<file path="config.mk">
export PLATFORM = sky130hd
export DESIGN_NAME = maxpool2d_stream
export DESIGN_NICKNAME = d
export VERILOG_FILES = /design/src/rtl/nn_pkg.sv /design/src/rtl/pool_max_lane.sv /design/src/rtl/maxpool2d_stream.sv
export SDC_FILE = /design/constraint.sdc
export NUM_CORES = 1
export LEC_CHECK = 0
export CAP_MARGIN = 20
export CORE_UTILIZATION = 35
export CTS_CLUSTER_DIAMETER = 200
export DETAILED_ROUTE_END_ITERATION = 8
export PLACE_DENSITY = 0.6
export RECOVER_POWER = 100
export REMOVE_ABC_BUFFERS = 1
export SETUP_SLACK_MARGIN = 0.05
export SLEW_MARGIN = 20
export SYNTH_ARGS = -nofsm -noshare
export SYNTH_HDL_FRONTEND = slang
export SYNTH_SLANG_ARGS = --single-unit
</file>
<file path="constraint.sdc">
create_clock -name clk -period 4.3 [get_ports clk]
set_input_delay 0.43 -clock clk [delete_from_list [all_inputs] [get_ports clk]]
set_output_delay 0.43 -clock clk [all_outputs]
set_load 0.01 [all_outputs]
</file>
<file path="src/rtl/nn_pkg.sv">
// Shared NN pipeline package: default pixel type, counter-width helper and
// the 2-input max used by the pooling lanes.
package nn_pkg;

  localparam int NN_DATA_W   = 8;
  localparam int NN_CHANNELS = 2;
  localparam int NN_PIX_W    = NN_CHANNELS * NN_DATA_W;
  // Operands are widened to this width before comparison.
  localparam int NN_MAX_W    = 32;

  // Packed pixel at the pipeline's default geometry; ch0 sits in the LSBs.
  typedef logic [NN_PIX_W-1:0] nn_pixel_t;

  // Bits needed for a counter running 0..n-1 (never less than 1).
  function automatic int nn_cnt_w(input int n);
    return (n <= 2) ? 1 : $clog2(n);
  endfunction

  // Max of two pre-extended operands. The left operand wins on ties.
  function automatic logic [NN_MAX_W-1:0] nn_max(input logic [NN_MAX_W-1:0] a,
                                                 input logic [NN_MAX_W-1:0] b,
                                                 input logic is_signed);
    logic a_ge;
    if (is_signed) a_ge = ($signed(a) >= $signed(b));
    else           a_ge = (a >= b);
    return a_ge ? a : b;
  endfunction

endpackage

</file>
<file path="src/rtl/pool_max_lane.sv">
// One channel, 2-input max. The vertical-stage instance (CLAMP=1) also carries
// the fused ReLU clamp when MAXPOOL_FUSED_RELU_EN is defined.
module pool_max_lane
  import nn_pkg::*;
#(
  parameter int DATA_W      = 8,
  parameter int DATA_SIGNED = 0,
  parameter int CLAMP       = 0
) (
  input  logic [DATA_W-1:0] a,
  input  logic [DATA_W-1:0] b,
  output logic [DATA_W-1:0] y
);

`ifdef MAXPOOL_FUSED_RELU_EN
  // Clamping only matters for signed data; unsigned values are never negative.
  localparam bit RELU_ON = (CLAMP != 0) && (DATA_SIGNED != 0);
`else
  localparam bit RELU_ON = (CLAMP != 0) && 1'b0;
`endif

  logic [NN_MAX_W-1:0] a_x, b_x, m_x;
  logic [DATA_W-1:0]   m;
  logic                unused_hi;

  // Widen per signedness, pick the max, then optionally clamp negatives to 0.
  always_comb begin
    a_x = {{(NN_MAX_W-DATA_W){(DATA_SIGNED != 0) && a[DATA_W-1]}}, a};
    b_x = {{(NN_MAX_W-DATA_W){(DATA_SIGNED != 0) && b[DATA_W-1]}}, b};
    m_x = nn_max(a_x, b_x, DATA_SIGNED != 0);
    m   = m_x[DATA_W-1:0];
    y   = (RELU_ON && m[DATA_W-1]) ? '0 : m;
  end

  // Upper bits are only sign/zero extension of the selected operand.
  assign unused_hi = ^m_x[NN_MAX_W-1:DATA_W];

endmodule

</file>
<file path="src/rtl/maxpool2d_stream.sv">
// 2x2 / stride-2 streaming max-pool over a raster-order pixel stream.
// Even columns park the pixel in h_hold, odd columns form the horizontal max;
// even rows store it in a half-width line buffer, odd rows combine it with
// the stored value and load the output register.
// Optional feature macro: MAXPOOL_FUSED_RELU_EN (clamps signed negatives to 0).
module maxpool2d_stream
  import nn_pkg::*;
#(
  parameter int DATA_W      = 8,
  parameter int CHANNELS    = 2,
  parameter int IN_W        = 6,
  parameter int IN_H        = 6,
  parameter int DATA_SIGNED = 0
) (
  input  logic                       clk,
  input  logic                       reset,
  input  logic                       in_valid,
  output logic                       in_ready,
  input  logic                       in_sof,
  input  logic [CHANNELS*DATA_W-1:0] in_data,
  output logic                       out_valid,
  input  logic                       out_ready,
  output logic [CHANNELS*DATA_W-1:0] out_data,
  output logic                       out_last,
  output logic                       frame_err
);

  localparam int PIX_W = CHANNELS * DATA_W;
  localparam int OW    = IN_W / 2;
  localparam int CW    = nn_cnt_w(IN_W);
  localparam int RW    = nn_cnt_w(IN_H);
  localparam int BW    = (CW > 1) ? CW - 1 : 1;

  if ((IN_W % 2) != 0 || (IN_H % 2) != 0) begin : g_bad_dims
    $error("maxpool2d_stream: IN_W and IN_H must both be even");
  end

  logic [CW-1:0]    col_q, col_d, cur_col;
  logic [RW-1:0]    row_q, row_d, cur_row;
  logic [PIX_W-1:0] h_hold_q, h_hold_d;
  logic [PIX_W-1:0] line_buf_q [OW];
  logic [PIX_W-1:0] line_buf_d [OW];
  logic             out_valid_q, out_valid_d;
  logic [PIX_W-1:0] out_data_q, out_data_d;
  logic             out_last_q, out_last_d;
  logic             frame_err_q, frame_err_d;

  logic             accept;
  logic [BW-1:0]    lb_idx;
  logic [PIX_W-1:0] lb_rd, hmax, vmax;

  assign in_ready  = !out_valid_q || out_ready;
  assign accept    = in_valid && in_ready;
  assign out_valid = out_valid_q;
  assign out_data  = out_data_q;
  assign out_last  = out_last_q;
  assign frame_err = frame_err_q;

  // in_sof pins the beat to (0,0); otherwise the counters place it.
  assign cur_col = in_sof ? '0 : col_q;
  assign cur_row = in_sof ? '0 : row_q;
  assign lb_idx  = BW'(cur_col >> 1);
  assign lb_rd   = line_buf_q[lb_idx];

  // Horizontal (left wins) and vertical (top wins) max per channel.
  for (genvar ch = 0; ch < CHANNELS; ch++) begin : g_lane
    pool_max_lane #(.DATA_W(DATA_W), .DATA_SIGNED(DATA_SIGNED), .CLAMP(0)) u_hmax (
      .a (h_hold_q[ch*DATA_W +: DATA_W]),
      .b (in_data [ch*DATA_W +: DATA_W]),
      .y (hmax    [ch*DATA_W +: DATA_W])
    );
    pool_max_lane #(.DATA_W(DATA_W), .DATA_SIGNED(DATA_SIGNED), .CLAMP(1)) u_vmax (
      .a (lb_rd[ch*DATA_W +: DATA_W]),
      .b (hmax [ch*DATA_W +: DATA_W]),
      .y (vmax [ch*DATA_W +: DATA_W])
    );
  end

  // Next-state: output drain/load, window accumulation and raster counters.
  always_comb begin
    col_d       = col_q;
    row_d       = row_q;
    h_hold_d    = h_hold_q;
    line_buf_d  = line_buf_q;
    out_valid_d = out_valid_q;
    out_data_d  = out_data_q;
    out_last_d  = out_last_q;
    frame_err_d = 1'b0;

    if (out_valid_q && out_ready) begin
      out_valid_d = 1'b0;
      out_last_d  = 1'b0;
    end

    if (accept) begin
      // A restart needs no explicit flush: every window of the new frame
      // rewrites h_hold and its line-buffer slot before reading them.
      if (in_sof && (col_q != '0 || row_q != '0)) frame_err_d = 1'b1;

      if (!cur_col[0]) begin
        h_hold_d = in_data;
      end else if (!cur_row[0]) begin
        line_buf_d[lb_idx] = hmax;
      end else begin
        // in_ready guarantees any previous result is gone or draining now.
        out_data_d  = vmax;
        out_valid_d = 1'b1;
        out_last_d  = (cur_col == CW'(IN_W-1)) && (cur_row == RW'(IN_H-1));
      end

      if (cur_col == CW'(IN_W-1)) begin
        col_d = '0;
        row_d = (cur_row == RW'(IN_H-1)) ? '0 : RW'(cur_row + 1'b1);
      end else begin
        col_d = CW'(cur_col + 1'b1);
        row_d = cur_row;
      end
    end
  end

  // Control and output state; reset drops any pending result.
  always_ff @(posedge clk) begin
    if (reset) begin
      col_q       <= '0;
      row_q       <= '0;
      out_valid_q <= 1'b0;
      out_data_q  <= '0;
      out_last_q  <= 1'b0;
      frame_err_q <= 1'b0;
    end else begin
      col_q       <= col_d;
      row_q       <= row_d;
      out_valid_q <= out_valid_d;
      out_data_q  <= out_data_d;
      out_last_q  <= out_last_d;
      frame_err_q <= frame_err_d;
    end
  end

  // Window storage is always written before it is read, so it is not reset.
  always_ff @(posedge clk) begin
    h_hold_q   <= h_hold_d;
    line_buf_q <= line_buf_d;
  end

endmodule

</file>
==> results of run 1 <==
[cell type report]
type / count / area, um^2 / share of cell area, %
sequential: 89 / 2422 / 45.45
clock inverter: 6 / 106.4 / 1.995
timing repair buffer: 57 / 505.5 / 9.484
clock buffer: 10 / 229.0 / 4.296
inverter: 36 / 135.1 / 2.535
multi-input combinational: 224 / 1722 / 32.30
tap: 168 / 210.2 / 3.944
[per-layer routing]
layer  vias to the layer above  share of wire, %
li1                       1488                 -
met1                      1527                48
met2                        50                47
met3                        13               3.0
met4                         0               1.7
met5                         -                 0
[cells by family (layout without fill, tap and decap cells)]
kind of cell,after synthesis,in the layout,share of synthesized area [%]
compound gates,100,100,16.54
buf+inv,49,109,4.323
simple gates,76,76,9.972
flops,89,89,55.79
mux,16,16,4.150
fa+ha+maj,32,32,9.222
[cells in the final DEF, fill, tap and decap left out, types with 14 or more instances in the layout]
| cell | n |
|---|---|
| a22oi_1 | 19 |
| dlygate4sd3_1 | 37 |
| edfxtp_1 | 64 |
| inv_1 | 36 |
| o21ai_0 | 28 |
| and3_1 | 15 |
| dfxtp_1 | 25 |
| a21oi_1 | 23 |
| ha_1 | 32 |
| nor2_1 | 14 |
[flip-flops by register name, summed over array words and instances (netlist names)]
name	flops
frame_err	1
line_buf_q	48
out_valid	1
out_last	1
h_hold_q	16
row_q	3
out_data	16
col_q	3
[power groups by stage]
| stage | Sequential (W) | Combinational [W] | Clock [W] |
|---|---|---|---|
| 6_report | 0.000957 | 0.000222 | 0.000879 |
| 5_1_grt | 0.000959 | 0.000255 | 0.000928 |
| 4_1_cts | 0.000957 | 0.000235 | 0.000893 |
| 3_5_place_dp | 0.000975 | 0.000233 | 0 |
| 3_3_place_gp | 0.000975 | 0.000228 | 0 |
| 2_1_floorplan | 0.000972 | 0.000146 | 0 |
[worst paths after layout]
check / cells past startpoint / slack [ns] / start / end
hold / removal: 2 / 0.46 / out_last / out_last
hold reg to reg: 2 / 0.46 / out_last / out_last
setup / recovery: 14 / 0.34 / in_data[0] / out_data[4]
setup reg to reg: 14 / 0.63 / h_hold_q[0] / out_data[4]
[worst max-delay path, cell delays in order]
cell and delay [ns]:
dlygate4sd3_1 0.57, ha_1 0.30, nand2b_4 0.14, a2111o_1 0.46, a221oi_4 0.34, buf_4 0.21
mux2_1 0.41, inv_1 0.09, ha_1 0.12, o21ai_0 0.06, o21ai_0 0.22, a21o_1 0.33
nor2_2 0.15, a221o_2 0.35
[what timing repair did]
action,in CTS,in global routing
hold endpoints to repair,0,0
setup endpoints to repair,0,8
gates resized for setup,0,1
[per-stage QoR]
stage          TNS, ns  hold slack [ns]  power [W]  cell area (um^2)  setup slack [ns]
2_1_floorplan        0           0.4723   0.001118              4289            0.7511
5_1_grt              0           0.4815   0.002142              5330            0.1213
3_3_place_gp         0           0.4589   0.001203              5039          0.008253
4_1_cts              0           0.4715   0.002086              5374            0.2321
6_report             0           0.4642   0.002059              5330            0.3427
3_5_place_dp   -0.5514           0.4639   0.001209              5039          -0.07806
==> metrics.md, run 1 <==
| Metric | Value |
|---|---|
| GRT overflow | `0` |
| Layout Nets | `470` |
| Instance count of the mapped netlist | `362` |
| Setup violators final | `0` |
| Fin util | `44.19%` |
| Pwr/cell area | `386.2 nW/um^2` |
| Placer Congestion | `0.7672` |
| GRT met1 Usage | `22.15%` |
| Vias in the first global route | `3099` |
| Critical Path Fanout Max | `9` |
| Avg Synthesized Cell Area | `11.99 um^2` |
| Synth top area share | `44.27%` |
| Yosys top cell by area | `edfxtp_1` |
| Worst Tran Pin Value | `1.124 ns` |
| Clock Skew | `0.005554 ns` |
| Main synth FF type | `edfxtp_1` |
| P_int | `0.001608 W` |
| Clock share of power | `42.7%` |
| Worst skew pair latency | `0.34 ns` |
| Switching share of total power | `21.91%` |
| Async set-reset flop share out of synthesis | `0%` |
| Ranking of synthesized cells by area | `edfxtp_1, dfxtp_1, ha_1, mux2_2, a22oi_1` |
| Residual DRC | `0` |
| Synth warnings | `0` |
| Clock slew at reported path FFs | `0.06 ns` |
| RSZ-0062 raised after global routing | `false` |
| Layout cells sized above 1 | `10.19%` |
| Sequential fraction of the synthesis area | `55.79%` |
| Critical setup path kind | `in2reg` |
| Rows | `40` |
| Synth cell count leaders | `edfxtp_1, inv_1, ha_1` |
| Worst min-delay path category | `reg2reg` |
| Critical path arrival | `4.18 ns` |
| Startpoint types | `input port` |
| VDD IR max | `184.2 uV` |
| Hpwl dp | `6694 um` |
| Worst EP required | `4.53 ns` |
| Clock Path Buffers | `2` |
| Worst setup EP type | `register` |
| Gr busiest metal | `met2` |
| Total CTS buffers | `9` |
| # Post-CTS Setup Buffers | `0` |
| Fillers | `1125` |
| Reg power frac | `46.5%` |
| Max_cap viols | `0` |
| Die Wd | `113.4 um` |
| Die ar. | `12850 um^2` |
| Post-CTS Hold Fix Bufs | `0` |
| CTS tree | `done` |
| Port Buffers | `40` |
| Post-layout minimum cycle time | `3.957 ns` |
| N_diodes | `0` |
| DR pass1 iterations | `4` |
| Flop and latch count out of synthesis | `89` |
| Final hold violation count | `0` |
| EDFF count, synth | `64` |
| Routed WL per cell | `16.23 um` |
| H-Tree Depth | `3` |
| Fin cells | `590` |
| Cell Area, Synth | `4342 um^2` |
| Vias | `3078` |
| First-pass GRT wire length | `16000 um` |
| Final wirelength | `9578 um` |
| Max Clk Rate | `252.7 MHz` |
| Status | `completed` |
| Yosys cell types | `38` |
| Met3 GRT Util | `2.391%` |
| Die H | `113.4 um` |
| Antenna violations before repair | `0` |
| Net switching power | `0.0004512 W` |
| # IOs | `41` |
| Initial Util | `36.00%` |
| Root buf cell | `clkbuf_16` |
| Leakage | `2.131 nW` |
| GRT Util Overall | `16.27%` |
| # clock sinks | `89` |
| Comb pwr share | `10.8%` |
| Vias per cell | `5.217` |
| Initial DRC Count | `201` |
| Largest net degree at the start of global routing | `21` |
| Core box area | `12060 um^2` |
| Area grow syn2layout | `22.77%` |
| Routing usage on met2 | `26.09%` |
| Crit share post-route | `92.03%` |
| Max-slew violations | `0` |
| Count leader, synth | `edfxtp_1` |
| Placed Instances | `574` |
| Routed Antenna Nets | `0` |
| Rel. slew slack | `25.04%` |
No activity file was read; power rests on OpenSTA's default activity.
==> run 2, diff against run 1 <==
Settings changed: PLACE_DENSITY 0.6 to 0.56, REMOVE_ABC_BUFFERS 1 to not set.
==> metrics.md, run 2 (synthesized netlist as in run 1, its figures left out) <==
| Metric | Value |
|---|---|
| Status | `completed` |
| Final hold violation count | `0` |
| Layout Nets | `467` |
| Setup violators final | `0` |
| # IOs | `41` |
| Seq. cell area | `2422 um^2` |
| Most common cell after layout, fill and taps aside | `edfxtp_1` |
| Area grow syn2layout | `21.96%` |
| Worst min-delay path category | `reg2reg` |
| Hold WS | `0.4642 ns` |
| Vias in the first global route | `2844` |
| Largest net degree at the start of global routing | `22` |
| Critical setup path kind | `in2reg` |
| Rows | `40` |
| Critical path arrival | `4.26 ns` |
| Core box area | `12060 um^2` |
| RSZ-0062 raised after global routing | `false` |
| Worst setup EP type | `register` |
| Clock slew at reported path FFs | `0.06 ns` |
| Area of the multi-input gates | `1712 um^2` |
| GRT overflow | `0` |
| Layout cells sized above 1 | `8.353%` |
| Hpwl dp | `6740 um` |
| Reg with most FFs | `line_buf_q` |
| First-pass GRT wire length | `15200 um` |
| Vias | `2996` |
| Final wirelength | `9748 um` |
| Post-CTS Hold Fix Bufs | `0` |
| Max reg flops | `48` |
| CTS tree | `done` |
| Initial Util | `36.00%` |
| Antenna violations before repair | `0` |
| Die ar. | `12850 um^2` |
| Post-layout minimum cycle time | `3.978 ns` |
| Routed Antenna Nets | `0` |
| Pwr/cell area | `382.0 nW/um^2` |
| Clock Skew | `0.008979 ns` |
| Max-slew violations | `0` |
| Worst EP required | `4.58 ns` |
| Die Wd | `113.4 um` |
| Worst setup margin | `0.3218 ns` |
| VDD IR max | `178.6 uV` |
| Vias per cell | `5.104` |
| Worst Tran Pin Value | `1.120 ns` |
| Startpoint types | `input port` |
| Fin cells | `587` |
| Root buf cell | `clkbuf_16` |
| Max_cap viols | `0` |
| Placer Congestion | `0.7867` |
| # clock sinks | `89` |
| Die H | `113.4 um` |
| H-Tree Depth | `3` |
| Setup TNS | `0 ns` |
| Final Power | `0.002023 W` |
| Fillers | `1149` |
| Syn_nets | `415` |
| Total CTS buffers | `9` |
| Commonest cells after routing, fill and taps aside | `edfxtp_1, inv_1, dlygate4sd3_1` |
| N_diodes | `0` |
| Critical Path Fanout Max | `9` |
| Resize count post-CTS | `0` |
| Rel. slew slack | `25.33%` |
| GRT Util Overall | `15.85%` |
| Placement Setup Slack | `0.001062 ns` |
| Port Buffers | `40` |
| DR pass1 iterations | `4` |
| Worst skew pair latency | `0.34 ns` |
| Residual DRC | `0` |
| # Post-CTS Setup Buffers | `0` |
| Crit share post-route | `92.52%` |
| Leakage | `2.118 nW` |
| Max Clk Rate | `251.4 MHz` |
| Initial DRC Count | `152` |
| Routed WL per cell | `16.61 um` |
| Clock Path Buffers | `2` |
| Placed Instances | `571` |
## run 2: cell count changes in the layout (fill, tap and decap cells not counted), sizes merged
| cell | previous run | this run |
|---|---|---|
| dlygate4sd3 | 37 | 36 |
| bufinv | 3 | 2 |
| clkinvlp | 1 | 0 |
| buf | 11 | 10 |
| clkbuf | 16 | 17 |
| clkinv | 2 | 1 |
| clkdlybuf4s50 | 3 | 4 |
## run 2: power breakdown
group | leakage (nW) | switching [W] | total [W] | internal [W]
logic | 1.17 | 0.000126 | 0.000217 | 0.0000908
registers | 0.790 | 0.00000945 | 0.000957 | 0.000947
clock network | 0.160 | 0.000309 | 0.000849 | 0.000540
total | 2.12 | 0.000444 | 0.00202 | 0.00158
## run 2: per-layer routing
metal	wire, um	part of all wire [%]	track usage (%)
met5	0	0	0
met4	170	1.7	7.719
met3	248	2.5	2.179
met2	4517	46	25.03
met1	4810	49	21.54
## run 2: worst max-delay path, cell delays in order
cell,delay [ns]
clkdlybuf4s50_1,0.45
ha_1,0.30
nand2b_1,0.14
a2111o_1,0.44
a221oi_4,0.42
buf_4,0.21
mux2_1,0.41
inv_1,0.09
ha_1,0.24
a21oi_1,0.14
o21ai_0,0.09
a21o_1,0.23
nor2_1,0.44
a221o_2,0.24
## run 2: final timing paths
path	startpoint	to	slack, ns	depth (start not counted)
max	in_data[0]	out_data[3]	0.32	14
min	out_last	out_last	0.46	2
max reg2reg	h_hold_q[0]	out_data[3]	0.48	14
min reg2reg	out_last	out_last	0.46	2
## run 2: layout make-up
| type | instances | area share [%] |
|---|---|---|
| tap | 168 | 3.970 |
| clock inverter | 3 | 1.229 |
| inverter | 36 | 2.552 |
| timing repair buffer | 54 | 9.263 |
| clock buffer | 13 | 4.915 |
| sequential | 89 | 45.75 |
| multi-input combinational | 224 | 32.33 |
## run 2: per-stage QoR
step,util (%),instance area [um^2]
4_1_cts,44.28,5341
2_1_floorplan,-,4342
3_5_place_dp,41.59,5016
6_report,43.90,5295
3_3_place_gp,41.59,5016
5_1_grt,43.90,5295
